===== src/rtl/cache_control.sv =====
// cache_control: control FSM for a direct-mapped L1 cache (8 lines x 128 bits).
// Sequences the line arrays through hit, write-back and allocate. Handshakes with
// the CPU port and the physical-memory port. Keeps saturating hit/miss counters.
// Ports:
//   clk, rst_n                       clock, asynchronous active-low reset
//   cpu_read, cpu_write              CPU requests, held until cpu_resp
//   cpu_resp                         one-cycle completion pulse to the CPU
//   hit, line_valid, line_dirty      datapath status for the indexed line
//   pmem_resp                        physical memory done
//   pmem_read, pmem_write            physical memory line requests
//   load_data/tag/valid/dirty        array write enables
//   valid_in, dirty_in               values written to the valid/dirty arrays
//   data_sel                         0 = merge CPU write data, 1 = line from pmem
//   addr_sel                         0 = {cpu tag,index}, 1 = {stored tag,index}
//   busy                             FSM not idle
//   count_clr                        synchronous clear of both counters
//   hit_count, miss_count            saturating performance counters
// Control outputs are combinational from state and inputs, so a hit answers in
// the COMPARE cycle itself.
module cache_control #(
  parameter int unsigned COUNT_W = 16
) (
  input  logic               clk,
  input  logic               rst_n,
  input  logic               cpu_read,
  input  logic               cpu_write,
  output logic               cpu_resp,
  input  logic               hit,
  input  logic               line_valid,
  input  logic               line_dirty,
  input  logic               pmem_resp,
  output logic               pmem_read,
  output logic               pmem_write,
  output logic               load_data,
  output logic               load_tag,
  output logic               load_valid,
  output logic               load_dirty,
  output logic               valid_in,
  output logic               dirty_in,
  output logic               data_sel,
  output logic               addr_sel,
  output logic               busy,
  input  logic               count_clr,
  output logic [COUNT_W-1:0] hit_count,
  output logic [COUNT_W-1:0] miss_count
);

  typedef enum logic [1:0] {
    S_IDLE      = 2'd0,
    S_COMPARE   = 2'd1,
    S_WRITEBACK = 2'd2,
    S_ALLOCATE  = 2'd3
  } state_e;

  localparam logic [COUNT_W-1:0] CNT_MAX = '1;

  state_e               state_q, state_d;
  logic                 first_q, first_d;
  logic [COUNT_W-1:0]   hit_cnt_q, hit_cnt_d;
  logic [COUNT_W-1:0]   miss_cnt_q, miss_cnt_d;
  logic                 hit_inc, miss_inc;
  logic                 req;

  assign req = cpu_read | cpu_write;

  // State, first-pass flag and counters
  always_ff @(posedge clk or negedge rst_n) begin
    if (!rst_n) begin
      state_q    <= S_IDLE;
      first_q    <= 1'b0;
      hit_cnt_q  <= '0;
      miss_cnt_q <= '0;
    end else begin
      state_q    <= state_d;
      first_q    <= first_d;
      hit_cnt_q  <= hit_cnt_d;
      miss_cnt_q <= miss_cnt_d;
    end
  end

  // Next state and control outputs
  always_comb begin
    state_d    = state_q;
    cpu_resp   = 1'b0;
    pmem_read  = 1'b0;
    pmem_write = 1'b0;
    load_data  = 1'b0;
    load_tag   = 1'b0;
    load_valid = 1'b0;
    load_dirty = 1'b0;
    valid_in   = 1'b0;
    dirty_in   = 1'b0;
    data_sel   = 1'b0;
    addr_sel   = 1'b0;
    busy       = (state_q != S_IDLE);
    hit_inc    = 1'b0;
    miss_inc   = 1'b0;
    unique case (state_q)
      S_IDLE: begin
        if (req) state_d = S_COMPARE;
      end
      S_COMPARE: begin
        if (!req) begin
          state_d = S_IDLE;
        end else if (hit) begin
          cpu_resp = 1'b1;
          hit_inc  = 1'b1;
          state_d  = S_IDLE;
          // Read+write together is treated as a write
          if (cpu_write) begin
            load_data  = 1'b1;
            load_dirty = 1'b1;
            dirty_in   = 1'b1;
          end
        end else begin
          // Only the COMPARE entered from IDLE counts as a miss
          miss_inc = first_q;
          state_d  = (line_valid && line_dirty) ? S_WRITEBACK : S_ALLOCATE;
        end
      end
      S_WRITEBACK: begin
        pmem_write = 1'b1;
        addr_sel   = 1'b1;
        if (pmem_resp) state_d = S_ALLOCATE;
      end
      S_ALLOCATE: begin
        pmem_read = 1'b1;
        if (pmem_resp) begin
          load_data  = 1'b1;
          data_sel   = 1'b1;
          load_tag   = 1'b1;
          load_valid = 1'b1;
          valid_in   = 1'b1;
          load_dirty = 1'b1;
          state_d    = S_COMPARE;
        end
      end
      default: state_d = S_IDLE;
    endcase
  end

  // First-pass flag is high in a COMPARE cycle entered from IDLE
  always_comb begin
    first_d = (state_q == S_IDLE);
  end

  // Saturating counters; clear wins over a same-cycle increment
  always_comb begin
    hit_cnt_d  = hit_cnt_q;
    miss_cnt_d = miss_cnt_q;
    if (count_clr) begin
      hit_cnt_d  = '0;
      miss_cnt_d = '0;
    end else begin
      if (hit_inc && (hit_cnt_q != CNT_MAX))   hit_cnt_d  = hit_cnt_q + COUNT_W'(1);
      if (miss_inc && (miss_cnt_q != CNT_MAX)) miss_cnt_d = miss_cnt_q + COUNT_W'(1);
    end
  end

  assign hit_count  = hit_cnt_q;
  assign miss_count = miss_cnt_q;

endmodule


===== config.mk =====
export PLATFORM = sky130hd
export DESIGN_NAME = cache_control
export DESIGN_NICKNAME = d
export VERILOG_FILES = /design/src/rtl/cache_control.sv
export SDC_FILE = /design/constraint.sdc
export NUM_CORES = 1
export LEC_CHECK = 0
export BUFFER_PORTS_ARGS = -buffer_cell sky130_fd_sc_hd__buf_2
export CAP_MARGIN = 20
export CELL_PAD_IN_SITES_DETAIL_PLACEMENT = 1
export CELL_PAD_IN_SITES_GLOBAL_PLACEMENT = 1
export CORE_MARGIN = 2
export CORE_UTILIZATION = 30
export DETAILED_ROUTE_END_ITERATION = 10
export HOLD_SLACK_MARGIN = 0.15
export PLACE_DENSITY = 0.66
export SYNTH_ARGS = -nofsm -noshare
export SYNTH_HDL_FRONTEND = slang
export SYNTH_SLANG_ARGS = --single-unit

===== constraint.sdc =====
create_clock -name clk -period 2.5 [get_ports clk]
set_input_delay 0.125 -clock clk [delete_from_list [all_inputs] [get_ports clk]]
set_output_delay 0.125 -clock clk [all_outputs]
set_load 0.05 [all_outputs]

After elaboration in Yosys (flattened, before gate mapping)
Cells that the tools add are included.
Widths: inputs -> output; s select.
- flip-flop bits (word level): 35
- bits of input ports: 9
- output and inout port bits: 44
- word-level logic and storage cells: 49
- $add $sub $neg: 2
- equality and inequality tests: 8
- mux-type cells: 26
- bitwise gates (word level): 1
- reductions and logical operators: 8
- operators with widths (kind ; count):
    $mux 16 ; 4
    $add 16x1->16 const B ; 2
    $ne 16x16->1 const B ; 2
    $mux 1 ; 15
    $mux 2 ; 5
    $pmux 2 s4 ; 1
    $reduce_bool 2->1 ; 3
    $eq 2x2->1 const B ; 2
    $ne 2x2->1 const B ; 2
    $logic_and 1x1->1 ; 3
    $reduce_and 3->1 ; 1
    $eq 2x1->1 const B ; 1
    $logic_not 2->1 ; 1
    $ne 2x1->1 const B ; 1
    $pmux 1 s2 ; 1
    $or 1x1->1 ; 1

Depth between registers and ports, before layout
- depth after elaboration: 6
- mapped depth: 8
- gate-level depth less buffers: 7

Least setup slack after synthesis
No wires, ideal clock.
- path kind: reg-to-reg
- from: register hit_cnt_q[0] (netlist: hit_count[0])
- to: register hit_cnt_q[9] (netlist: hit_count[9])
- library setup time: 0.132 ns
- arrival time: 2.129 ns
- setup slack: 0.239 ns
- stages on the path, launching flop included: 8
- path buffers: 1
- period minus slack after synthesis: 2.261 ns
- path through: dfrtp_1 > ha_1 > nand4_1 > nor4_1 > buf_2 > nand4b_1 > xor2_1 > nor2_1
- word-level cells in the longest chain between the ends: 3
- elaborated cells on any way between the ends: 6
- classes of those cells: add/sub: 1; eq/ne: 1; mux: 2; reduce/logical: 2
- ends and longest elaborated chain (what ; RTL line ; RTL):
    from (decl) ; 59 ; logic [COUNT_W-1:0] hit_cnt_q, hit_cnt_d;
    from (signal assigned) ; 76 ; hit_cnt_q <= hit_cnt_d;
    $add 16x1->16 or $ne 16x16->1 (tied branches) ; 155 ; if (hit_inc && (hit_cnt_q != CNT_MAX)) hit_cnt_d = hit_cnt_q + COUNT_W'(1);
    $mux 16 or $logic_and 1x1->1 (tied branches) ; 155 ;
    $mux 16 or $reduce_bool 2->1 (tied branches) ; -- ;
Parallel ways exist; a longest one is shown, timed or not. The select of a mux whose other input is x is not followed.
A chain may end at the register's enable or synchronous reset.

Final worst setup path
- from: register state_q[1]
- to: register miss_cnt_q[11] (netlist: miss_count[11])
- word-level cells in the longest chain between the ends: 4
- ends and longest elaborated chain (what ; RTL line ; RTL):
    from (decl) ; 57 ; state_e state_q, state_d;
    from (signal assigned) ; 74 ; state_q <= state_d;
    $eq 2x1->1 ; 98 ; unique case (state_q)
    $mux 1 ; 98 ;
    $logic_and 1x1->1 ; 156 ; if (miss_inc && (miss_cnt_q != CNT_MAX)) miss_cnt_d = miss_cnt_q + COUNT_W'(1);
    $reduce_bool 2->1 (no source line) ; -- ;
    to (signal assigned) ; 77 ; miss_cnt_q <= miss_cnt_d;
    to (decl) ; 60 ; logic [COUNT_W-1:0] miss_cnt_q, miss_cnt_d;
No other way between the ends.

==> flow_metrics.tcl <==
set metrics [dict create \
    status "finished clean" \
    required_ns 2.66 \
    finalSetupViolations 0 \
    placed_cells 337 \
    rsz0062_at_grt "false" \
    wl_per_cell_um 14.0 \
    fin_nets 283 \
    totalWireLength_mm 4.86 \
    arrival_ns 2.29 \
    drc 0 \
    grt_pass1_vias 1726 \
    syn_area_um2 2020 \
    synth_cells 219 \
    clock-sinks 35 \
    worst-setup-path-type "register to register" \
    io_buffers 52 \
    grt_first_pass_wirelength_mm 8.48 \
    synth_top_family_by_area "simple AND/OR/NAND/NOR gates" \
    hold_depth 4 \
    start_kind "register" \
    synth_ff_type "dfrtp_1" \
    antenna_cells 0 \
    worst_slew_pin_slew_ns 1.02 \
    std_cell_rows 29 \
    async_reset_ff_share_pct 100 \
    clk_latency_ns 0.28 \
    setup-tns-final_ns 0 \
    rr_endpoint "miss_count[11]" \
    synth_seq_cells 35 \
    avgViaCountPerCell 5.13 \
    hp-start "pmem_resp" \
    vias 1775 \
    clockBufferDepth 2 \
    die_h_um 86.1 \
    period_needed_ns 2.13 \
    grt_overflow 0 \
    path_clk_slew_ns 0.07 \
    die_area_um2 7410 \
    final_common_cell "buf_2" \
    irDropWorstVdd_mv 0.518 \
    min_path_type "input port to register" \
    clock.fmax_mhz 469 \
    drtAntennaViolNets 0 \
    crit_path_end_kind "register" \
    drtPass1Iterations 4 \
    p_total_mw 1.61 \
    die_w_um 86.1 \
    yosysWarnings 0 \
    rrSetupSlack_ns 0.37 \
    initial_utilization_pct 31.5 \
    synth_edf_count 0 \
    fillers 791 \
    cap_violations 0 \
    drive_gt1_share_pct 24.9 \
    final_cells 346 \
    h-tree-depth 2 \
    avgSynthCellArea_um2 9.23 \
    postCtsSetupBuffers 0 \
    numCtsBuffers 5 \
    synth-simple-area-share_pct 27.2 \
    cts_root_buf "clkbuf_8" \
    synth_fa_ha_area_share_pct 3.72 \
    dp_hpwl_mm 3.56 \
    mostFrequentLayoutCells "buf_2 (52), nor2_1 (36), dfrtp_1 (35)" \
    min_to "state_q[1]" \
    ff2ff_path_depth 7 \
    relSlewSlack_pct 31.9 \
    p_leak_nw 1.12 \
    synth_mux_area_share_pct 2.17 \
    clock_skew_ns 0.00412 \
    synth_xor_area_share_pct 8.67 \
    grt_max_degree 38 \
    coreArea_um2 6420 \
    gp_congestion 0.800 \
    syn_nets 234 \
    area_growth_pct 20.1 \
    synth-compound-area-share_pct 8.92 \
    slew_violations 0 \
    finalCritPeriodShare_pct 85.4 \
    antenna_found_initial 0 \
    hold_ws_ns 0.238 \
    cts_tree "built" \
    pin_count 53 \
    hold_viol_final 0 \
    ys_types 45 \
    pwr_density_cell_nw_per_um2 665 \
    track_usage_pct 14.0 \
    seq_area_frac_synth_pct 43.3 \
    post_cts_resized 0 \
    cp_max_fo 6 \
    drtIter0Drc 55 \
    rr_startpoint "state_q[1]" \
]
stage by stage:
stage | setup slack (ns) | util (%) | cell area [um2]
floorplan | 0.239 | - | 2020
global placement | 0.432 | 36.1 | 2320
detailed placement | 0.373 | 36.1 | 2320
CTS | 0.363 | 37.8 | 2430
global route | 0.197 | 37.8 | 2430
finish | 0.366 | 37.8 | 2430
metal layers:
metal / vias up / global-route usage, % / part of all wire [%]
met1: 867 / 19.4 / 48
li1: 866 / - / -
met4: 0 / 3.46 / 0.70
met5: - / 0 / 0
met2: 40 / 22.2 / 46
met3: 2 / 3.18 / 5.0
worst max-delay path, cell delays in order, from the launching register on:
cell	delay, ns
dfrtp_1	0.41
inv_1	0.10
ha_1	0.20
o21a_1	0.15
nand3_1	0.20
nor4b_4	0.47
nand4_1	0.16
mux2_1	0.33
cells by family (layout without fill, tap and decap cells):
kind of cell / after synthesis / in the layout
AO/OA/AOI/OAI: 27 / 27
buffers and inverters: 24 / 74
adder cells (fa/ha/maj): 6 / 6
XOR/XNOR: 20 / 20
AND/OR/NAND/NOR: 103 / 103
flip-flops: 35 / 35
multiplexers: 4 / 4
synth_stat cells, types with 4 or more instances:
master / n / area (um2)
xor2_1: 6 / 52.6
nand3_1: 11 / 55.1
ha_1: 6 / 75.1
nand2_1: 11 / 41.3
xnor2_1: 14 / 123
inv_1: 8 / 30.0
o21ai_0: 6 / 30.0
buf_4: 6 / 45.0
nor2_1: 36 / 135
or3_1: 4 / 25.0
nor3_1: 5 / 25.0
a21oi_1: 6 / 30.0
clkbuf_1: 5 / 18.8
nand4_1: 7 / 43.8
nor4_1: 9 / 56.3
dfrtp_1: 35 / 876
cell type report:
type / count / area (um2) / area share (%)
repair buffers: 56 / 293 / 12.1
clock buffers: 8 / 100 / 4.13
inverters: 10 / 37.5 / 1.55
multi-input cells: 160 / 1020 / 42.2
well taps: 77 / 96.3 / 3.97
flip-flops and latches: 35 / 876 / 36.1
registers in the layout, summed over array words and instances, names as in the netlist:
name,count
hit_count,16
first_q,1
miss_count,16
state_q,2
how the worst max path moves through the flow:
stage	start	end	slack, ns	cells past startpoint
global route	state_q[1]	miss_count[11]	0.20	7
detailed placement	state_q[1]	miss_count[11]	0.37	7
CTS	state_q[1]	miss_count[11]	0.36	7
global placement	state_q[1]	miss_count[11]	0.43	7
floorplan	hit_count[0]	hit_count[9]	0.24	7
finish	state_q[1]	miss_count[11]	0.37	7
what timing repair did:
action | in CTS | in global routing
endpoints found under the hold margin | 35 | 0
setup endpoints to repair | 0 | 0
hold buffers | 1 | 0
power breakdown:
part           internal, mW  leakage [nW]  total [mW]  switching, mW
combinational         0.135         0.584       0.538          0.403
clock                 0.251        0.0515       0.445          0.193
sequential            0.600         0.483       0.630         0.0300
No activity file was read; power rests on OpenSTA's default activity.
